<file path="src/rtl/eth_frame_tx_if.sv">
// Byte-stream handshakes around the Ethernet frame transmitter:
// payload in from the protocol side, frame bytes out to the MAC.
interface eth_frame_tx_if;
   logic [7:0] i_wdata;
   logic       i_wvalid;
   logic       o_wready;
   logic [7:0] o_tdata;
   logic       o_tvalid;
   logic       i_tready;
   logic       o_tlast;

   modport master (
      output i_wdata, i_wvalid, i_tready,
      input  o_wready, o_tdata, o_tvalid, o_tlast
   );

   modport slave (
      input  i_wdata, i_wvalid, i_tready,
      output o_wready, o_tdata, o_tvalid, o_tlast
   );
endinterface

</file>
<file path="src/rtl/eth_frame_tx.sv">
// Store-and-forward Ethernet II framer: buffers a payload burst,
// then sends header, payload and zero pad up to the 60-byte minimum.
module eth_frame_tx #(
   parameter logic [47:0] DST_MAC      = 48'hFFFF_FFFF_FFFF,
   parameter logic [47:0] SRC_MAC      = 48'h02_00_00_00_00_01,
   parameter logic [15:0] ETYPE_RAW    = 16'h88B5,
   parameter logic [15:0] ETYPE_MHP    = 16'h88B6,
   parameter int          BUF_DEPTH    = 64,
   parameter int          IDLE_TIMEOUT = 16
) (
   input  logic           i_clk,
   input  logic           i_rst_n,
   input  logic           i_link,
   eth_frame_tx_if.slave  bus,
   output logic           o_busy,
   output logic           o_frame_sent
);

   localparam int AW   = (BUF_DEPTH > 1) ? $clog2(BUF_DEPTH) : 1;
   localparam int CW   = $clog2(BUF_DEPTH + 1);
   localparam int FMAX = (14 + BUF_DEPTH > 60) ? 14 + BUF_DEPTH : 60;
   localparam int IW   = $clog2(FMAX + 1);

   typedef enum logic [1:0] {
      FILL,
      HDR,
      PAYLOAD,
      PAD
   } state_t;

   state_t          state;
   state_t          state_nxt;
   logic            en;
   logic [CW-1:0]   count;
   logic [7:0]      timer;
   logic [IW-1:0]   idx;
   logic            etype_sel;
   logic            sent;
   logic [7:0]      mem [BUF_DEPTH];

   logic            acc;
   logic            hs;
   logic            close;
   logic            last;
   logic [IW-1:0]   cnt_x;
   logic [IW-1:0]   len;
   logic [111:0]    hdr;
   logic [3:0]      hsel;
   logic [AW-1:0]   rd;

   assign acc   = bus.i_wvalid & bus.o_wready;
   assign hs    = bus.o_tvalid & bus.i_tready;
   assign cnt_x = IW'(count);
   // Short payloads are padded so header+payload+pad is 60 bytes.
   assign len   = (cnt_x >= IW'(46)) ? cnt_x + IW'(14) : IW'(60);
   assign last  = (idx == len - IW'(1));
   assign hdr   = {DST_MAC, SRC_MAC,
                   etype_sel ? ETYPE_MHP : ETYPE_RAW};
   assign hsel  = 4'd13 - idx[3:0];
   assign rd    = AW'(idx - IW'(14));

   // Next-state and stream outputs, decoded from the current state.
   always_comb begin
      state_nxt    = state;
      close        = 1'b0;
      bus.o_wready = 1'b0;
      bus.o_tvalid = 1'b0;
      bus.o_tdata  = 8'h00;
      bus.o_tlast  = 1'b0;
      o_busy       = 1'b0;
      unique case (state)
         FILL: begin
            bus.o_wready = en && (count < CW'(BUF_DEPTH));
            if (acc && count == CW'(BUF_DEPTH - 1))
               close = 1'b1;
            else if (!acc && count != '0 &&
                     timer == 8'(IDLE_TIMEOUT - 1))
               close = 1'b1;
            if (close)
               state_nxt = HDR;
         end
         HDR: begin
            bus.o_tvalid = 1'b1;
            bus.o_tdata  = hdr[{hsel, 3'b000} +: 8];
            o_busy       = 1'b1;
            if (hs && idx == IW'(13))
               state_nxt = PAYLOAD;
         end
         PAYLOAD: begin
            bus.o_tvalid = 1'b1;
            bus.o_tdata  = mem[rd];
            bus.o_tlast  = last;
            o_busy       = 1'b1;
            if (hs && last)
               state_nxt = FILL;
            else if (hs && idx == cnt_x + IW'(13))
               state_nxt = PAD;
         end
         PAD: begin
            bus.o_tvalid = 1'b1;
            bus.o_tlast  = last;
            o_busy       = 1'b1;
            if (hs && last)
               state_nxt = FILL;
         end
      endcase
   end

   // State register.
   always_ff @(posedge i_clk or negedge i_rst_n) begin
      if (!i_rst_n)
         state <= FILL;
      else
         state <= state_nxt;
   end

   // Fill count, idle timer, frame byte index and ethertype latch.
   always_ff @(posedge i_clk or negedge i_rst_n) begin
      if (!i_rst_n) begin
         en        <= 1'b0;
         count     <= '0;
         timer     <= '0;
         idx       <= '0;
         etype_sel <= 1'b0;
         sent      <= 1'b0;
      end else begin
         en   <= 1'b1;
         sent <= hs && last;
         if (close)
            etype_sel <= i_link;
         if (acc)
            count <= count + CW'(1);
         else if (hs && last)
            count <= '0;
         if (state == FILL && !acc && count != '0 && !close)
            timer <= timer + 8'd1;
         else
            timer <= '0;
         if (state == FILL)
            idx <= '0;
         else if (hs)
            idx <= last ? '0 : idx + IW'(1);
      end
   end

   // Payload store; contents are meaningless beyond count.
   always_ff @(posedge i_clk) begin
      if (acc)
         mem[count[AW-1:0]] <= bus.i_wdata;
   end

   assign o_frame_sent = sent;

endmodule

</file>
<file path="src/flat_wrapper.sv">
// flat-port wrapper written by rule: the top's interface ports become plain ports
module eth_frame_tx_flat 
#(
   parameter logic [47:0] DST_MAC      = 48'hFFFF_FFFF_FFFF,
   parameter logic [47:0] SRC_MAC      = 48'h02_00_00_00_00_01,
   parameter logic [15:0] ETYPE_RAW    = 16'h88B5,
   parameter logic [15:0] ETYPE_MHP    = 16'h88B6,
   parameter int          BUF_DEPTH    = 64,
   parameter int          IDLE_TIMEOUT = 16
)
  (i_clk, i_rst_n, i_link, o_busy, o_frame_sent, bus_i_wdata, bus_i_wvalid, bus_i_tready, bus_o_wready, bus_o_tdata, bus_o_tvalid, bus_o_tlast);
  eth_frame_tx_if bus_i ();
  input  logic i_clk;
  input  logic i_rst_n;
  input  logic i_link;
  output logic o_busy;
  output logic o_frame_sent;
  input wire logic [$bits(bus_i.i_wdata)-1:0] bus_i_wdata;
  input wire logic [$bits(bus_i.i_wvalid)-1:0] bus_i_wvalid;
  input wire logic [$bits(bus_i.i_tready)-1:0] bus_i_tready;
  output wire logic [$bits(bus_i.o_wready)-1:0] bus_o_wready;
  output wire logic [$bits(bus_i.o_tdata)-1:0] bus_o_tdata;
  output wire logic [$bits(bus_i.o_tvalid)-1:0] bus_o_tvalid;
  output wire logic [$bits(bus_i.o_tlast)-1:0] bus_o_tlast;
  assign bus_i.i_wdata = bus_i_wdata;
  assign bus_i.i_wvalid = bus_i_wvalid;
  assign bus_i.i_tready = bus_i_tready;
  assign bus_o_wready = bus_i.o_wready;
  assign bus_o_tdata = bus_i.o_tdata;
  assign bus_o_tvalid = bus_i.o_tvalid;
  assign bus_o_tlast = bus_i.o_tlast;
  eth_frame_tx #(.DST_MAC(DST_MAC), .SRC_MAC(SRC_MAC), .ETYPE_RAW(ETYPE_RAW), .ETYPE_MHP(ETYPE_MHP), .BUF_DEPTH(BUF_DEPTH), .IDLE_TIMEOUT(IDLE_TIMEOUT)) u_core (.i_clk(i_clk), .i_rst_n(i_rst_n), .i_link(i_link), .bus(bus_i), .o_busy(o_busy), .o_frame_sent(o_frame_sent));
endmodule
</file>
<file path="config.mk">
export PLATFORM = sky130hd
export DESIGN_NAME = eth_frame_tx_flat
export DESIGN_NICKNAME = d
export VERILOG_FILES = /design/src/rtl/eth_frame_tx_if.sv /design/src/rtl/eth_frame_tx.sv /design/src/flat_wrapper.sv
export SDC_FILE = /design/constraint.sdc
export NUM_CORES = 1
export LEC_CHECK = 0
export CORE_MARGIN = 1.5
export CORE_UTILIZATION = 50
export DETAILED_ROUTE_END_ITERATION = 10
export PLACE_DENSITY = 0.65
export SYNTH_ARGS = -nofsm -noshare
export SYNTH_HDL_FRONTEND = slang
export SYNTH_SLANG_ARGS = --single-unit
</file>
<file path="constraint.sdc">
create_clock -name i_clk -period 4.2 [get_ports i_clk]
set_input_delay 1.26 -clock i_clk [delete_from_list [all_inputs] [get_ports i_clk]]
set_output_delay 1.26 -clock i_clk [all_outputs]
set_load 0.02 [all_outputs]
</file>
---- After elaboration in Yosys (flattened, before gate mapping) ----
Memory sizes are Yosys's and may differ from the RTL's.
Cells that the tools add are included.
storage, ports and cells
  register bits ........................... 27
  bits in latches ......................... 0
  memory bits (writable) .................. 512
  memory bits (read-only) ................. 0
  bits of input ports ..................... 13
  output and inout port bits .............. 13
  logic and storage cells ................. 76
  memories ................................ 1
memories
  name        words  width  rd ports  clocked after memory_dff  write ports  RTL line            RTL
  u_core.mem  64     8      1         0                         1            eth_frame_tx.sv:39  logic [7:0] mem [BUF_DEPTH];
operators by class
  add/subtract/negate cells ............... 8
  multipliers ............................. 0
  div/mod/pow operators ................... 0
  $lt $le $gt $ge ......................... 2
  equality and inequality tests ........... 12
  shifts and indexed selects .............. 1
  multiplexer cells ....................... 24
  bitwise logic cells ..................... 2
  reduce and logical (&&, ||, !) cells .... 19
operators by type and width
  operator                                                count
  variable part select 112 x 8 -> 8 bit                   1
  two-way mux 7 bit                                       6
  one-hot mux 8 bit (2 select lines)                      1
  adder 7 x 1 -> 7 bit (second input constant)            2
  adder 7 x 4 -> 7 bit (second input constant)            2
  equality test 7 bit                                     2
  two-way mux 2 bit                                       6
  logical AND 1 bit                                       10
  two-way mux 1 bit                                       9
  adder 8 x 1 -> 8 bit (second input constant)            1
  equality test 8 x 4 -> 1 bit (second input constant)    1
  two-way mux 8 bit                                       1
  one-hot mux 2 bit (4 select lines)                      1
  equality test 7 x 4 -> 1 bit (second input constant)    1
  equality test 7 x 6 -> 1 bit (second input constant)    1
  >= comparator 7 x 6 -> 1 bit (second input constant)    1
  < comparator 7 bit (second input constant)              1
  nonzero test 7 bit                                      1
  subtractor 7 x 1 -> 7 bit (second input constant)       1
  inequality test 2 x 1 -> 1 bit (second input constant)  3
  subtractor 6 x 4 -> 6 bit (second input constant)       1
  equality test 2 bit (second input constant)             2
  AND reduction 4 bit                                     1
  nonzero test 2 bit                                      2
  other kinds (8)                                         10

---- Logic depth before layout (Yosys ltp) ----
Gate-level depths: netlist of run 1.
  word-level depth ........................ 14
  depth in mapped cells ................... 14
  depth with buffers taken out ............ 13

---- Worst setup path after synthesis of run 1 ----
OpenSTA, ideal clock, no wires.
  path type ............................... reg-to-output
  start ................................... reg u_core.count[1], in the netlist u_core.cnt_x[1]
  end ..................................... out bus_o_tlast
  arrival ................................. 3.188 ns
  data required time ...................... 2.940 ns
  path slack .............................. -0.248 ns
  stages on the path, launching flop included .. 11
  path buffers ............................ 0
  cell sequence ........................... dfrtp_1 -> ha_1 -> and4b_1 -> a211o_1 -> nand2_1 -> ha_1 -> xor2_1 -> and2_1 -> a221o_1 -> a211o_1 -> nor4_1
on the way
  cells in the longest elaborated chain, start to end .. 5
  elaborated cells between the ends (all ways) .. 6
  those cells by class .................... add/sub: 2; order compare: 1; eq/ne: 1; mux: 2
RTL lines
  item                                                                         RTL line             RTL
  start: declaration                                                           eth_frame_tx.sv:34   logic [CW-1:0] count;
  start signal: assignment                                                     eth_frame_tx.sv:132  count <= count + CW'(1);
  adder 7 x 4 -> 7 bit / >= comparator 7 x 6 -> 1 bit (equally long branches)  eth_frame_tx.sv:55   assign len = (cnt_x >= IW'(46)) ? cnt_x + IW'(14) : IW'(60);
  two-way mux 7 bit *                                                          eth_frame_tx.sv:55
  subtractor 7 x 1 -> 7 bit *                                                  eth_frame_tx.sv:56   assign last = (idx == len - IW'(1));
  equality test 7 bit *                                                        eth_frame_tx.sv:56
  two-way mux 1 bit *                                                          eth_frame_tx.sv:71   unique case (state)
  end: declaration                                                             flat_wrapper.sv:24   output wire logic [$bits(bus_i.o_tlast)-1:0] bus_o_tlast;
Every way passes the cells marked *; elsewhere a longest branch is shown, timed or not.

---- Worst setup path in the final report of run 1 ----
  start ................................... reg u_core.idx[0]
  end ..................................... out bus_o_tdata[5]
on the way
  cells in the longest elaborated chain, start to end .. 3
  elaborated cells between the ends (all ways) .. 5
  those cells by class .................... add/sub: 2; shift: 1; mux: 1; memory: 1
RTL lines
  item                                                                                      RTL line                                RTL
  start: declaration                                                                        eth_frame_tx.sv:36                      logic [IW-1:0] idx;
  start signal: assignment                                                                  eth_frame_tx.sv:142                     idx <= last ? '0 : idx + IW'(1);
  subtractor 6 x 4 -> 6 bit / subtractor 4 bit (equally long branches)                      eth_frame_tx.sv:60, eth_frame_tx.sv:59
  memory read (64 x 8 bit) / variable part select 112 x 8 -> 8 bit (equally long branches)  --
  one-hot mux 8 bit (2 select lines) *                                                      eth_frame_tx.sv:71
  end: declaration                                                                          flat_wrapper.sv:22                      output wire logic [$bits(bus_i.o_tdata)-1:0] bus_o_tdata;
Marked as above.

==> flow_metrics.py, run 1 <==
metrics = {
    "grt": {
        "grt_use_total_pct": 23.2,
        "grt_pass1_vias": 11600,
        "grt_overflow_total": 0,
        "grt_pass1_wl_mm": 74.4,
        "antenna_found_initial": 0,
        "grt_max_degree": 65,
    },
    "timing": {
        "rsz0062_at_grt": "true",
        "hold_violations": 0,
        "slew_viol_final": 0,
        "finalSetupViolations": 9,
        "relSlewSlack_pct": 14.5,
        "timing.final.ws_setup_ns": -0.304,
        "finalCriticalPeriod_ns": 4.50,
        "timing.fmax_mhz": 222,
        "timing.final.crit_share_pct": 107,
        "fin_skew_ns": 0.0160,
        "worst_pin_slew_ns": 1.28,
    },
    "clock_tree": {
        "clockBufferDepth": 3,
        "clk_pin_slew_ns": 0.06,
        "clock_sinks": 539,
        "htree_num_levels": 2,
        "clockRootBuffer": "clkbuf_16",
        "cts_buffers": 55,
        "cts_tree": "yes",
        "clock_latency_ns": 0.60,
    },
    "setup_path": {
        "r2r_start": "u_core.cnt_x[1]",
        "cp.arrival_ns": 3.24,
        "r2r_cells": 16,
        "worstSetupEndpointType": "primary output",
        "r2r_slack_ns": 0.65,
        "critPathLaunchType": "flip-flop",
        "crit_required_ns": 2.94,
        "reg2reg_to": "u_core.cnt_x[4]",
        "crit_fanout": 6,
        "crit_type": "reg2out",
    },
    "synthesis": {
        "yosysSeqAreaShare_pct": 73.2,
        "ys_types": 58,
        "synth_commonest_cells": "edfxtp_1, mux4_2, nor2_1",
        "syn_avg_cell_area_sq_um": 19.8,
        "synth_edf_count": 512,
        "yosys_warnings": 0,
        "yosys-top-cells-area": "edfxtp_1, mux4_2, dfrtp_1",
        "syn_area_sq_um": 21900,
        "synth-seq-cells": 539,
        "ys.flop_type": "edfxtp_1",
        "synth_most_common_cell": "edfxtp_1",
        "synth_top_area_share_pct": 70.1,
        "synth_area_leader_cell": "edfxtp_1",
        "synth_nets": 1138,
        "synthCells": 1106,
        "async_flop_share_pct": 5.01,
    },
    "finish": {
        "num-fill-cells": 3064,
        "fin_area_sq_um": 26400,
        "regArea_sq_um": 16100,
        "diodes": 0,
        "layout-drive-gt1-share_pct": 36.2,
        "final_nets": 1344,
        "multi_input_area_sq_um": 5830,
        "area_delta_synth_final_pct": 20.4,
    },
    "min_path": {
        "holdCritPathClass": "reg2reg",
        "worstHoldStart": "u_core.timer[0]",
        "hold_path_depth": 1,
        "hold_path_end": "u_core.timer[0]",
    },
    "routing": {
        "firstDrtPassIters": 5,
        "finalWirelength_mm": 50.5,
        "via_per_inst": 5.89,
        "vias": 11400,
        "wire_per_inst_um": 26.1,
        "drt_iter0_markers": 1119,
        "drc": 0,
        "ant_nets": 0,
    },
    "floorplanning": {
        "initial_core_util_pct": 50.8,
        "dieWidth_um": 212,
        "ios": 26,
        "die-area_sq_um": 45100,
        "core_sq_um": 43200,
        "die_y_um": 212,
        "floorplan.rows": 76,
    },
    "power_and_ir_drop": {
        "total_power_mw": 15.8,
        "cellLeakagePower_nw": 8.65,
        "p_per_area_nw_per_um2": 599,
        "vdd_drop_max_v": 0.000417,
    },
    "placed_design": {
        "place_area_sq_um": 24100,
        "dp_hpwl_mm": 31.9,
        "io_buffers": 25,
        "place_congestion": 0.843,
    },
    "run_status": {
        "violations": "negative setup slack",
        "outcome": "finished, violations left",
    },
    "job": {
        "max_cap_violations": 0,
    },
}
-- what timing repair did --
item | CTS | global route
hold buffers | 0 | 0
pin swaps | 26 | 11
setup endpoints to repair | 9 | 9
gates resized for setup | 105 | 31
cloned | 8 | 0
setup buffers | 17 | 4
-- critical path, cell delays in order (launching register included) --
cell and delay, ns:
dfrtp_4 0.51, buf_12 0.17, buf_12 0.13, buf_16 0.13, mux4_2 0.49, mux4_2 0.51, nand2_2 0.13, a21oi_4 0.07
or3_4 0.35, buf_6 0.14
-- per-stage QoR --
| step | TNS (ns) | hold WS [ns] | std cells | util, % | setup slack [ns] |
|---|---|---|---|---|---|
| 2_1_floorplan | 0 | 0.433 | 1106 | - | 0.0577 |
| 6_report | -2.43 | 0.472 | 1936 | 61.2 | -0.304 |
| 3_5_place_dp | -1.19 | 0.467 | 1814 | 55.7 | -0.196 |
| 3_3_place_gp | -1.13 | 0.450 | 1814 | 55.7 | -0.189 |
| 5_1_grt | -3.21 | 0.499 | 1936 | 61.2 | -0.435 |
| 4_1_cts | -2.91 | 0.474 | 1935 | 61.0 | -0.352 |
-- metal layers --
metal  global-route usage, %  wire, um
met5                       0         0
met2                    37.1     24500
met4                    6.55      1160
met1                    32.4     21000
met3                    4.96      3840
-- cell families (layout without fill, tap and decap cells) --
group                    after synthesis  after routing  share of synthesized area (%)
flip-flops                           539            539                           73.2
AND/OR/NAND/NOR                      210            210                           4.40
multiplexers                         165            165                           16.7
AO/OA/AOI/OAI                         76             76                           2.28
buffers and inverters                 72            317                           1.41
XOR/XNOR                              24             24                          0.958
adder cells (fa/ha/maj)               19             19                           1.08
other                                  1              1                         0.0171
-- cells in the final DEF, fill, tap and decap left out, types with 4 or more instances in the layout --
master / count
nand2_2: 19
xnor2_1: 15
clkbuf_16: 55
inv_1: 18
clkdlybuf4s50_1: 8
or3_4: 6
ha_1: 15
buf_2: 8
edfxtp_1: 512
clkbuf_1: 13
buf_4: 140
buf_16: 8
nand3_1: 22
o21ai_0: 6
clkinv_1: 11
a21oi_1: 15
buf_12: 27
nor3_1: 12
clkinv_2: 11
buf_6: 10
a211o_1: 5
nand4_1: 4
nor2_1: 83
mux4_2: 160
a31oi_1: 4
xor2_1: 7
mux2i_1: 4
nand2_1: 36
a21oi_4: 5
a21oi_2: 8
dfrtp_1: 25
-- area by class of cell --
class | count | share of cell area, %
multi-input combinational | 495 | 22.1
timing repair buffer | 203 | 7.85
sequential | 539 | 60.8
tap | 585 | 2.77
clock inverter | 28 | 0.857
clock buffer | 68 | 5.40
inverter | 18 | 0.256
-- registers in the layout, indices dropped and copies added (netlist names) --
| register | flops |
|---|---|
| u_core.mem | 512 |
| u_core.en | 1 |
| u_core.state | 2 |
| u_core.cnt_x | 7 |
| u_core.idx | 7 |
| u_core.timer | 8 |
| u_core.etype_sel | 1 |
| u_core.o_frame_sent | 1 |
-- where the power goes --
group	internal, mW	total [mW]	switching, mW
clock network	2.58	4.54	1.95
logic	2.72	5.25	2.53
registers	5.96	6.03	0.0678
total	11.3	15.8	4.55
-- worst max path at each step --
| stage | start | endpoint | slack, ns | cells past startpoint |
|---|---|---|---|---|
| after floorplan | u_core.cnt_x[1] | bus_o_tlast | 0.06 | 10 |
| after global placement | u_core.idx[0] | bus_o_tdata[5] | -0.19 | 7 |
| after detailed placement | u_core.idx[0] | bus_o_tdata[3] | -0.20 | 7 |
| after CTS | u_core.idx[0] | bus_o_tdata[1] | -0.35 | 9 |
| after global routing | u_core.cnt_x[1] | bus_o_tlast | -0.43 | 12 |
| final | u_core.idx[0] | bus_o_tdata[5] | -0.30 | 9 |
(Power assumes the default switching activity.)
==> run 2, diff against run 1 <==
==> constraint.sdc (replaced) <==
create_clock -name i_clk -period 4.2 [get_ports i_clk]
set_input_delay 0.63 -clock i_clk [delete_from_list [all_inputs] [get_ports i_clk]]
set_output_delay 0.63 -clock i_clk [all_outputs]
set_load 0.02 [all_outputs]
==> run 2 against run 1 <==
Against the previous run: the flow now finishes without violations; combinational power decreased by 14%; setup slack gained 0.37 ns; worst hold slack worse by 0.060 ns; via count fell by 2.1%; critical endpoint is now bus_o_tdata[0]; highest routed layer unchanged.
==> flow_metrics.py, run 2 (synthesized netlist as in run 1, its figures left out) <==
metrics = {
    "run_status": {
        "outcome": "finished, final reports clean",
    },
    "routing": {
        "firstDrtPassIters": 6,
        "vias": 11200,
        "drt_iter0_markers": 1176,
        "finalWirelength_mm": 48.8,
        "via_per_inst": 5.93,
        "wire_per_inst_um": 25.9,
        "ant_nets": 0,
        "drc": 0,
    },
    "setup_path": {
        "crit_fanout": 10,
        "cp_num_buf_inv": 4,
        "cp.depth": 9,
        "cpPeakStageDelay_ns": 0.53,
        "cp.arrival_ns": 3.50,
        "crit_slowest_cell": "mux4_2",
        "crit_type": "reg2out",
        "cp_top_family": "multiplexers",
        "crit_chain": "buf_12, buf_12, bufbuf_16, mux4_2, mux4_2, nand2_1, a21oi_1, or3_4, clkdlybuf4s15_2",
        "crit_required_ns": 3.57,
        "critPathLaunchType": "flip-flop",
        "worstSetupEndpointType": "primary output",
        "r2r_cells": 12,
    },
    "floorplanning": {
        "floorplan.rows": 76,
        "dieWidth_um": 212,
        "initial_core_util_pct": 50.8,
        "die_y_um": 212,
        "ios": 26,
        "core_sq_um": 43200,
        "die-area_sq_um": 45100,
    },
    "power_and_ir_drop": {
        "combPwrFrac_pct": 29.2,
        "sequentialPowerShare_pct": 39.1,
        "p_per_area_nw_per_um2": 601,
        "intPower_mw": 10.9,
        "sw_frac_of_total_pct": 29.0,
        "total_power_mw": 15.4,
        "p_switching_mw": 4.46,
        "vdd_drop_max_v": 0.000287,
        "cellLeakagePower_nw": 8.32,
        "clkPwrFrac_pct": 31.7,
    },
    "grt": {
        "grt_overflow_total": 0,
        "antenna_found_initial": 0,
        "grt_pass1_vias": 11100,
        "grt_max_degree": 66,
        "grt_pass1_wl_mm": 72.9,
        "grt_use_total_pct": 22.5,
    },
    "timing": {
        "finalSetupViolations": 0,
        "finalCriticalPeriod_ns": 4.13,
        "timing.final.ws_setup_ns": 0.0669,
        "slew_viol_final": 0,
        "relSlewSlack_pct": 15.9,
        "holdWs_ns": 0.411,
        "worst_pin_slew_ns": 1.26,
        "rsz0062_at_grt": "false",
        "hold_violations": 0,
        "setup_tns_ns": 0,
        "fin_skew_ns": 0.0237,
        "timing.final.crit_share_pct": 98.4,
        "timing.fmax_mhz": 242,
    },
    "finish": {
        "final_common_cell": "edfxtp_1",
        "layout.cells.non_filler": 1882,
        "mostFrequentLayoutCells": "edfxtp_1, mux4_2, buf_4",
        "diodes": 0,
        "num-fill-cells": 3188,
        "largest_register_ffs": 512,
        "post-route-util_pct": 59.4,
        "final_nets": 1282,
        "layout-drive-gt1-share_pct": 30.6,
        "area_delta_synth_final_pct": 16.8,
        "fin_area_sq_um": 25600,
    },
    "clock_tree": {
        "clock_sinks": 539,
        "cts_buffers": 56,
        "htree_num_levels": 2,
        "cts_tree": "yes",
        "clockBufferDepth": 3,
        "clk_pin_slew_ns": 0.06,
        "clock_latency_ns": 0.62,
        "clockRootBuffer": "clkbuf_16",
    },
    "placed_design": {
        "dp_hpwl_mm": 29.8,
        "dp_slack_ns": 0.215,
        "place_area_sq_um": 23600,
        "numPlacedInstances": 1769,
        "place_congestion": 0.817,
        "io_buffers": 25,
    },
    "job": {
        "max_cap_violations": 0,
    },
    "min_path": {
        "holdCritPathClass": "in2async",
    },
}
[run 2: cell count changes in the layout (fill, tap and decap cells not counted), moves of 8 or more]
cell,delta
buf_12,-20
buf_4,-40
buf_6,-10
a21oi_1,+13
nand2_2,-18
a21oi_2,-8
nand2_1,+20
[run 2: worst reg2reg max path: stages (launching register included)]
cell and delay [ns]:
dfrtp_1 0.40, ha_1 0.23, and4b_1 0.23, a211o_1 0.31, nand2_1 0.12, ha_4 0.16
xor2_1 0.18, o221ai_1 0.15, a221o_1 0.28, a211o_1 0.30, nor4_4 0.48, nand2b_1 0.27
a22oi_1 0.13
[run 2: what timing repair did]
action                                  4_1_cts  5_1_grt
pin swaps                                     0        2
gates resized for setup                      30       20
endpoints found under the setup margin        9        9
hold buffers                                  0        0
cloned                                        5        0
setup buffers                                 3        0
[run 2: cell type report]
type | instances | area [sq um] | share of cell area, %
clock inverters | 41 | 395 | 1.54
inverters | 18 | 67.6 | 0.264
multi-input cells | 495 | 5630 | 22.0
clock buffers | 64 | 1430 | 5.59
repair buffers | 140 | 1320 | 5.14
flip-flops and latches | 539 | 16100 | 62.7
well taps | 585 | 732 | 2.86
[run 2: final timing paths]
kind                                      start                end  slack, ns
worst max-delay path              u_core.idx[0]     bus_o_tdata[0]       0.07
worst min-delay path                    i_rst_n      u_core.idx[2]       0.41
worst max register to register  u_core.cnt_x[1]    u_core.cnt_x[3]       0.82
worst min register to register  u_core.timer[0]    u_core.timer[0]       0.47
max in group asynchronous               i_rst_n      u_core.idx[1]       3.48
min in group i_clk               bus_i_wdata[0]  u_core.mem[21][0]       0.42
[run 2: routing by layer]
layer	vias to the layer above	track usage (%)	part of all wire, %
li1	4838	-	-
met1	5851	33.8	44
met2	398	34.7	48
met3	67	2.91	5.7
met4	0	6.92	2.1
met5	-	0	0
[run 2: power groups by stage]
stage	Combinational, mW	Clock [mW]	Sequential, mW
2_1_floorplan	2.84	0	6.13
3_3_place_gp	4.19	0	6.15
3_5_place_dp	4.20	0	6.15
4_1_cts	4.50	4.98	6.02
5_1_grt	4.78	5.16	6.03
6_report	4.49	4.89	6.02
==> run 3, diff against run 2 <==
- CORE_UTILIZATION: 50 -> 62
- PLACE_DENSITY: 0.65 -> 0.78
- SKIP_CTS_REPAIR_TIMING: default -> 1
==> run 3 against run 2 <==
Against the previous run: count of clock-buffer cells in the layout is 8 higher; die area decreased by 19%; non-clock buffer count is 23 lower; clock power down 9.6%; register-to-register slack got worse by 0.15 ns; final cell count fell by 8.9%; design area down 2.6%; critical path depth shrank 1; clock skew shrank 0.0080 ns; power is 4.0% lower; utilization up 13 points; critical path type unchanged; critical endpoint is now bus_o_tdata[5]; highest routed layer unchanged.
==> flow_metrics.py, run 3 (synthesized netlist as in run 1, its figures left out) <==
metrics = {
    "setup_path": {
        "cp_top_family": "multiplexers",
        "r2r_cells": 6,
        "r2r_start": "u_core.state[1]",
        "crit_fanout": 15,
        "cp.depth": 8,
        "cp_num_buf_inv": 3,
        "crit_chain": "buf_12, buf_12, mux4_2, mux4_2, nand2_1, a21oi_1, or3_1, dlymetal6s2s_1",
        "crit_type": "reg2out",
        "crit_slowest_cell": "mux4_2",
        "worstSetupEndpointType": "primary output",
        "r2r_slack_ns": 0.67,
        "cp.arrival_ns": 3.42,
        "cpPeakStageDelay_ns": 0.58,
        "startpoint": "u_core.idx[0]",
        "crit_path_end": "bus_o_tdata[5]",
        "crit_required_ns": 3.57,
        "reg2reg_to": "u_core.mem[48][3]",
        "critPathLaunchType": "flip-flop",
    },
    "grt": {
        "grt_max_degree": 65,
        "grt_pass1_wl_mm": 73.3,
        "grt_use_total_pct": 28.3,
        "grt_pass1_vias": 11200,
        "grt_overflow_total": 0,
        "antenna_found_initial": 0,
    },
    "routing": {
        "vias": 11500,
        "finalWirelength_mm": 50.3,
        "via_per_inst": 6.72,
        "wire_per_inst_um": 29.4,
        "firstDrtPassIters": 7,
        "drt_iter0_markers": 1438,
        "drc": 0,
        "wl_met3_mm": 4.58,
        "wl_met1_mm": 19.6,
        "met2_length_mm": 24.5,
        "maxUsedRoutingLayer": "met4",
        "ant_nets": 0,
    },
    "timing": {
        "relSlewSlack_pct": 13.4,
        "rsz0062_at_grt": "false",
        "timing.fmax_mhz": 247,
        "timing.final.crit_share_pct": 96.5,
        "finalCriticalPeriod_ns": 4.05,
        "setup_tns_ns": 0,
        "holdWs_ns": 0.470,
        "hold_violations": 0,
        "finalSetupViolations": 0,
        "worst_pin_slew_ns": 1.30,
        "timing.final.ws_setup_ns": 0.147,
        "fin_skew_ns": 0.0157,
        "slew_viol_final": 0,
    },
    "power_and_ir_drop": {
        "cellLeakagePower_nw": 8.14,
        "vdd_drop_max_v": 0.000599,
        "p_per_area_nw_per_um2": 592,
        "total_power_mw": 14.8,
    },
    "finish": {
        "final_common_cell": "edfxtp_1",
        "num-fill-cells": 1986,
        "mostFrequentLayoutCells": "edfxtp_1, mux4_2, nor2_1",
        "post-route-util_pct": 71.9,
        "fin_area_sq_um": 25000,
        "area_delta_synth_final_pct": 13.8,
        "diodes": 0,
        "largest_register_ffs": 512,
        "final_nets": 1254,
        "layout.cells.non_filler": 1715,
        "layout-drive-gt1-share_pct": 27.5,
    },
    "placed_design": {
        "numPlacedInstances": 1618,
        "place_congestion": 0.886,
        "place_area_sq_um": 23200,
        "dp_hpwl_mm": 30.0,
        "io_buffers": 25,
        "dp_slack_ns": 0.236,
    },
    "floorplanning": {
        "ios": 26,
        "core_sq_um": 34700,
        "die_y_um": 191,
        "die-area_sq_um": 36500,
        "initial_core_util_pct": 63.2,
        "dieWidth_um": 191,
        "floorplan.rows": 68,
    },
    "clock_tree": {
        "clock_sinks": 539,
        "clock_latency_ns": 0.60,
        "cts_tree": "yes",
        "clk_pin_slew_ns": 0.06,
        "cts_buffers": 51,
        "clockRootBuffer": "clkbuf_16",
        "htree_num_levels": 2,
        "clockBufferDepth": 3,
    },
    "job": {
        "max_cap_violations": 0,
    },
    "run_status": {
        "outcome": "finished, final reports clean",
    },
    "min_path": {
        "holdCritPathClass": "reg2reg",
    },
}
run 3: changes by cell type in the layout (fill, tap and decap cells not counted), moves of 5 or more:
cell	change
clkbuf_8	+6
clkinv_2	-8
buf_4	-18
dlymetal6s2s_1	+8
clkinv_1	-5
clkbuf_1	+7
run 3: report_power, final:
group	internal (mW)	total [mW]	switching, mW
sequential	5.96	6.06	0.0947
combinational	2.00	4.31	2.32
clock	2.48	4.42	1.94
run 3: final cells by class:
type | instances | area (sq um) | area share (%)
clock buffers | 72 | 1420 | 5.67
clock inverters | 19 | 188 | 0.752
inverters | 18 | 67.6 | 0.271
multi-input cells | 495 | 5610 | 22.5
flip-flops and latches | 539 | 16100 | 64.3
well taps | 455 | 569 | 2.28
repair buffers | 117 | 1060 | 4.25
run 3: how the worst min path moves through the flow:
stage                               start         endpoint  slack [ns]  depth (start not counted)
after floorplan                   i_rst_n  u_core.cnt_x[0]        0.33                          0
after global placement    u_core.timer[0]  u_core.timer[0]        0.45                          1
after detailed placement  u_core.timer[0]  u_core.timer[0]        0.46                          1
after CTS                 u_core.timer[0]  u_core.timer[0]        0.47                          1
after global routing      u_core.timer[0]  u_core.timer[0]        0.47                          1
final                     u_core.timer[0]  u_core.timer[0]        0.47                          1
run 3: per-layer routing:
layer | vias up | track usage, %
met5 | - | 0
met3 | 117 | 5.45
met1 | 5981 | 40.1
li1 | 4752 | -
met4 | 0 | 9.65
met2 | 668 | 44.9
==> RTL edit 1: new RTL, settings of run 2 <==
Re-encode `state_t` (4 states) as one-hot, 4 bits wide.
--- a/src/rtl/eth_frame_tx.sv
+++ b/src/rtl/eth_frame_tx.sv
@@ -23,7 +23,7 @@
 
-   typedef enum logic [1:0] {
-      FILL,
-      HDR,
-      PAYLOAD,
-      PAD
+   typedef enum logic [3:0] {
+      FILL    = 4'b0001,
+      HDR     = 4'b0010,
+      PAYLOAD = 4'b0100,
+      PAD     = 4'b1000
    } state_t;
Behaviour: no difference found for any inputs over 10 cycles, from zero or initial values and one cycle with i_rst_n low; not proved beyond that.
==> RTL edit 1 against run 2 <==
First-iteration DRC count up 6.5%. Total power barely moved. Sequential cell count is 2 higher. Synthesized area increased by 1.0%. Die area increased by 1.0%. Worst setup slack improved by 0.0057 ns. Wire length is 4.2% higher. Design area increased by 0.21%.
==> RTL edit 1: results (changes against run 2) <==
* Static leakage: 8.441 nW (was 8.321 nW)
- Outcome: completed (unchanged)
- The number of cells on the worst reg-to-reg path is 7 (was 12).
- The number of detailed-routing iterations run before antenna repair is 5 (was 6).
* Clock network latency to the later pin of the worst-skew pair: 0.59 ns (was 0.62 ns)
- The HPWL after detailed placement was 31780 um (was 29820 um).
- The sequential area share after synthesis came to 72.66% (was 73.18%).
- Share of flip-flops with an asynchronous set or reset: 5.360% (was 5.009%)
- The maximum number of pins on one net before global-route repair was 65 (was 66).
* GRT overflow: 0 (unchanged)
- The main flop type after synthesis was edfxtp_1 (unchanged).
- The number of synthesized flops with an enable pin came to 512 (unchanged).
- The total number of vias was 11.22k (was 11.15k).
* Worst Path Max Fanout: 12 (was 10)
- The layout cell share with drive strength beyond 1 is 29.85% (was 30.61%).
- Portion of total power attributed to combinational logic: 32.0% (was 29.2%)
* Pin slew with the least headroom to its limit: 1.206 ns (was 1.262 ns)
- Total nets after synthesis: 1145 (was 1138)
- Average detailed-routed wire length per instance: 26.92 um (was 25.93 um)
- The synthesized area divided by synthesized cell count is 19.84 sq um (was 19.83 sq um).
- Post-layout net count: 1291 (was 1282)
- Number of inserted filler cells in the final layout: 3195 (was 3188)
- Total wire length: 50830 um (was 48800 um)
- Crit path max-delay family: multiplexers (unchanged)
- The part of the total power dissipated in sequential elements was 39.2% (was 39.1%).
- Post-placement cell count: 1779 (was 1769)
- The yosys synthesis warning count is 0 (unchanged).
* Starting DRC count in detailed routing: 1252 (was 1176)
- Main area contributors after synthesis: edfxtp_1 (69%), mux4_2 (16%), dfrtp_1 (3.2%) (was edfxtp_1 (70%), mux4_2 (16%), dfrtp_1 (3.1%)).
* Setup Skew: 0.01221 ns (was 0.02372 ns)
- CTS Buf Count: 54 (was 56)
* Overall Global Routing Usage: 22.82% (was 22.50%)
- Global-route wire length before repair: 74350 um (was 72920 um)
* Highest ir drop seen on vdd: 0.0003253 V (was 0.0002874 V)
- Post-synth top cells: edfxtp_1 (512), mux4_2 (160), nor2_1 (84) (was edfxtp_1 (512), mux4_2 (160), nor2_1 (83)).
- The global placement routability congestion was 0.8826 (was 0.8167).
* Post-synth cell types: 66 (was 58)
## RTL edit 1: changes by cell type after synthesis, sizes merged, moves of 4 or more
| cell | change |
|---|---|
| inv | -6 |
| ha | -4 |
| nor4b | +4 |
| nand3 | -6 |
| buf | +9 |
| o31ai | -5 |
| nor3 | -6 |
## RTL edit 1: cell type report
class / count / area share (%)
sequential: 541 / 62.73
multi-input combinational: 503 / 22.40
tap: 585 / 2.850
clock buffer: 66 / 5.476
clock inverter: 30 / 0.7892
inverter: 12 / 0.1754
timing repair buffer: 151 / 5.583
## RTL edit 1: kinds of logic (layout without fill, tap and decap cells)
kind of cell | count (synthesis) | count (layout) | share of synthesized area (%)
multiplexers | 165 | 165 | 16.50
other | 1 | 1 | 0.01692
AO/OA/AOI/OAI | 80 | 80 | 2.592
XOR/XNOR | 29 | 29 | 1.299
buffers and inverters | 73 | 259 | 1.485
adder cells (fa/ha/maj) | 15 | 15 | 0.8469
flip-flops | 541 | 541 | 72.66
AND/OR/NAND/NOR | 213 | 213 | 4.602
## RTL edit 1: path summary, 6_finish.rpt
kind                                             start                     endpoint  slack [ns]
max                          u_core.idx[0]$_DFFE_PN0P_               bus_o_tdata[3]        0.07
min                                            i_rst_n  u_core.state[3]$_DFFE_PN0P_        0.44
max reg2reg                u_core.state[0]$_DFFE_PN1P_  u_core.mem[58][0]$_DFFE_PP_        0.64
min reg2reg                  u_core.timer[0]$_DFF_PN0_    u_core.timer[0]$_DFF_PN0_        0.46
max in group asynchronous                      i_rst_n    u_core.idx[0]$_DFFE_PN0P_        3.05
min in group i_clk           u_core.timer[0]$_DFF_PN0_    u_core.timer[0]$_DFF_PN0_        0.46
## RTL edit 1: what timing repair did
| action | CTS | global route |
|---|---|---|
| buffers inserted | 1 | 8 |
| gates resized for setup | 18 | 4 |
| setup endpoints to repair | 9 | 7 |
| pin swaps | 0 | 1 |
| gates cloned | 0 | 4 |
| hold buffers | 0 | 0 |
| hold endpoints to repair | 0 | 0 |
## RTL edit 1: layer usage
layer / up-vias / routed length [um] / global-route usage [%]
met5: - / 0 / 0
met4: 0 / 1369 / 7.212
met3: 79 / 3083 / 3.559
met2: 367 / 24810 / 36.48
met1: 5908 / 21560 / 32.68
li1: 4867 / - / -
## RTL edit 1: stage by stage
stage	util, %	area (sq um)	worst slack, ns	power, mW
floorplan	-	22160	0.5512	9.186
global placement	55.02	23860	0.3245	10.87
detailed placement	55.02	23860	0.2928	10.89
CTS	58.80	25500	0.007933	15.32
global route	59.23	25680	-0.01953	15.94
finish	59.23	25680	0.07263	15.40
==> RTL edit 2: new RTL, config.mk and constraints of run 2 <==
Without the edit above. `BUF_DEPTH` is set to 64 in 2 places; all go to 32.
--- a/src/rtl/eth_frame_tx.sv
+++ b/src/rtl/eth_frame_tx.sv
@@ -7,3 +7,3 @@
    parameter logic [15:0] ETYPE_MHP    = 16'h88B6,
-   parameter int          BUF_DEPTH    = 64,
+   parameter int          BUF_DEPTH    = 32,
    parameter int          IDLE_TIMEOUT = 16
--- a/src/flat_wrapper.sv
+++ b/src/flat_wrapper.sv
@@ -7,3 +7,3 @@
    parameter logic [15:0] ETYPE_MHP    = 16'h88B6,
-   parameter int          BUF_DEPTH    = 64,
+   parameter int          BUF_DEPTH    = 32,
    parameter int          IDLE_TIMEOUT = 16
Function: no difference found for any inputs over 10 cycles, from zero or initial values and one cycle with i_rst_n low; that may be too few to reach the edited logic, so the function may still have changed.
==> RTL edit 2 against run 2 <==
Register-to-register slack about the same. Total power down 57%. Sequential cell count down 258. Design area down 47%. Largest cell class unchanged. Critical path depth down 2. Worst setup slack better by 0.042 ns. Wire length down 47%. Clock skew down 0.014 ns. Synthesized area down 45%.
==> RTL edit 2: results (changes against run 2) <==
- Switching share of power: 24.10% (was 28.97%)
- The average wire per cell in the routed design was 25.25 um (was 25.93 um).
* Primary flip-flop cell chosen by synthesis mapping: edfxtp_1 (unchanged)
- Buffer depth of the longest clock path: 3 (unchanged)
- Via count: 6287 (was 11.15k)
- The sequential area share after synthesis is 69.29% (was 73.18%).
- The number of synthesized flops with an enable pin came to 256 (was 512).
* Starting DRC count in detailed routing: 611 (was 1176)
- The count of H-tree levels built during CTS came to 1 (was 2).
* Worst path arrival time: 3.46 ns (was 3.50 ns)
- Count of antenna diodes in the layout: 0 (unchanged)
- The largest driver fanout on the critical path is 20 (was 10).
* Total number of yosys warnings: 0 (unchanged)
* Master cell of the clock root buffer: clkbuf_16 (unchanged)
* Overall Global Routing Usage: 21.64% (was 22.50%)
- Highest signal layer in the routed design: met4 (unchanged)
* Total of buffers placed on input and output ports: 25 (unchanged)
- The path class of the lowest-slack min-delay path is in2async (unchanged).
- The largest voltage drop on the vdd net is 0.0002705 V (was 0.0002874 V).
* Post-layout net count: 731 (was 1282)
- Main area contributors after synthesis: edfxtp_1 (64%), mux4_2 (15%), dfrtp_1 (5.2%) (was edfxtp_1 (70%), mux4_2 (16%), dfrtp_1 (3.1%))
- Flip-flop count of the largest register after layout: 256 (was 512)
- The met3 wirelength from detailed routing was 1480 um (was 2803 um).
* CTS Buf Count: 28 (was 56)
- The total met2 wirelength after detailed routing was 12920 um (was 23250 um).
- The number of gates resized after CTS came to 4 (was 30).
- Pre-CTS setup slack: 0.3587 ns (was 0.2151 ns)
* Static leakage: 4.277 nW (was 8.321 nW)
- The maximum number of pins on one net before global-route repair was 68 (was 66).
- Final RePlAce weighted congestion: 0.8398 (was 0.8167)
- Antenna violations before repair: 0 (unchanged)
- The HPWL after detailed placement is 16820 um (was 29820 um).
- Post-CTS Setup Repair Bufs: 0 (was 3)
* Outcome: completed (unchanged)
* Setup Skew: 0.009911 ns (was 0.02372 ns)
- Share of flip-flops with an asynchronous set or reset: 8.897% (was 5.009%)
* Global-route wire length before repair: 39220 um (was 72920 um)
* Ratio of cells with drive above 1 in the final layout: 21.68% (was 30.61%)
- Clock transition at the registers of the reported paths: 0.06 ns (about the same)
* Metal1 wirelength: 11270 um (was 21700 um)
- Post-synth top cells: edfxtp_1 (256), mux4_2 (80), nor2_1 (55) (was edfxtp_1 (512), mux4_2 (160), nor2_1 (83))
- The transition time of the tightest slew-check pin came to 1.285 ns (was 1.262 ns).
- Clock network latency to the later pin of the worst-skew pair: 0.53 ns (was 0.62 ns)
- The number of detailed-routing iterations run before antenna repair came to 5 (was 6).
* Post-synth cell types: 58 (unchanged)
- The net count after synthesis came to 690 (was 1138).
## RTL edit 2: cell types whose count changed after synthesis, moves of 13 or more
cell,before,now
a21oi_1,28,5
clkbuf_1,28,15
edfxtp_1,512,256
mux4_2,160,80
nand2_1,57,27
nor2_1,83,55
## RTL edit 2: metrics by stage
step                total power [mW]  instance area (sq um)  TNS [ns]  util (%)  instances
global placement               4.352                  12650         0     53.91        987
floorplan                      4.013                  12000         0         -        658
CTS                            6.712                  13510         0     57.57       1033
detailed placement             4.379                  12650         0     53.91        987
global route                   6.906                  13560  -0.01160     57.78       1034
finish                         6.683                  13560         0     57.78       1034
## RTL edit 2: path summary, 6_finish.rpt
kind | startpoint | endpoint | slack (ns) | cells past startpoint
worst min-delay path | i_rst_n | u_core.timer[3]$_DFF_PN0_ | 0.48 | 1
min in group i_clk | u_core.timer[0]$_DFF_PN0_ | u_core.timer[0]$_DFF_PN0_ | 0.48 | 1
max in group asynchronous | i_rst_n | u_core.idx[0]$_DFFE_PN0P_ | 3.09 | 2
worst min register to register | u_core.timer[0]$_DFF_PN0_ | u_core.timer[0]$_DFF_PN0_ | 0.48 | 1
worst max register to register | u_core.cnt_x[1]$_DFFE_PN0P_ | u_core.cnt_x[0]$_DFFE_PN0P_ | 0.82 | 12
worst max-delay path | u_core.idx[0]$_DFFE_PN0P_ | bus_o_tdata[6] | 0.11 | 7
## RTL edit 2: layout make-up
class	count	area (sq um)
clock inverters	7	82.58
multi-input cells	325	3443
clock buffers	39	763.2
flip-flops and latches	281	8318
well taps	319	399.1
inverters	16	60.06
repair buffers	47	495.5
fillers	1738	9911
## RTL edit 2: cells by family (layout without fill, tap and decap cells)
logic type	Yosys count	after routing	share of synthesized area (%)
simple gates	136	136	5.434
xor+xnor	22	22	1.669
fa+ha+maj	19	19	1.982
flops	281	281	69.29
compound gates	54	54	3.244
buf+inv	52	109	2.107
other cells	1	1	0.03126
mux	93	93	16.24
## RTL edit 2: power groups by stage
stage	clock, mW	combinational [mW]	sequential, mW
after CTS	2.38	1.21	3.12
final	2.34	1.22	3.12
after floorplan	0	0.853	3.16
after global routing	2.47	1.31	3.13
after detailed placement	0	1.20	3.17
after global placement	0	1.18	3.17
## RTL edit 2: worst max-delay path: stages (launching register included)
cell,delay (ns)
dfrtp_4,0.47
buf_12,0.21
mux4_2,0.58
mux4_2,0.53
mux2_2,0.30
a22oi_1,0.19
nor2b_1,0.08
clkdlybuf4s50_1,0.54
## RTL edit 2: metal layers
layer / GRT usage (%) / up-vias
li1: - / 2707
met1: 31.13 / 3317
met2: 35.48 / 232
met3: 2.765 / 31
met4: 5.346 / 0
met5: 0 / -
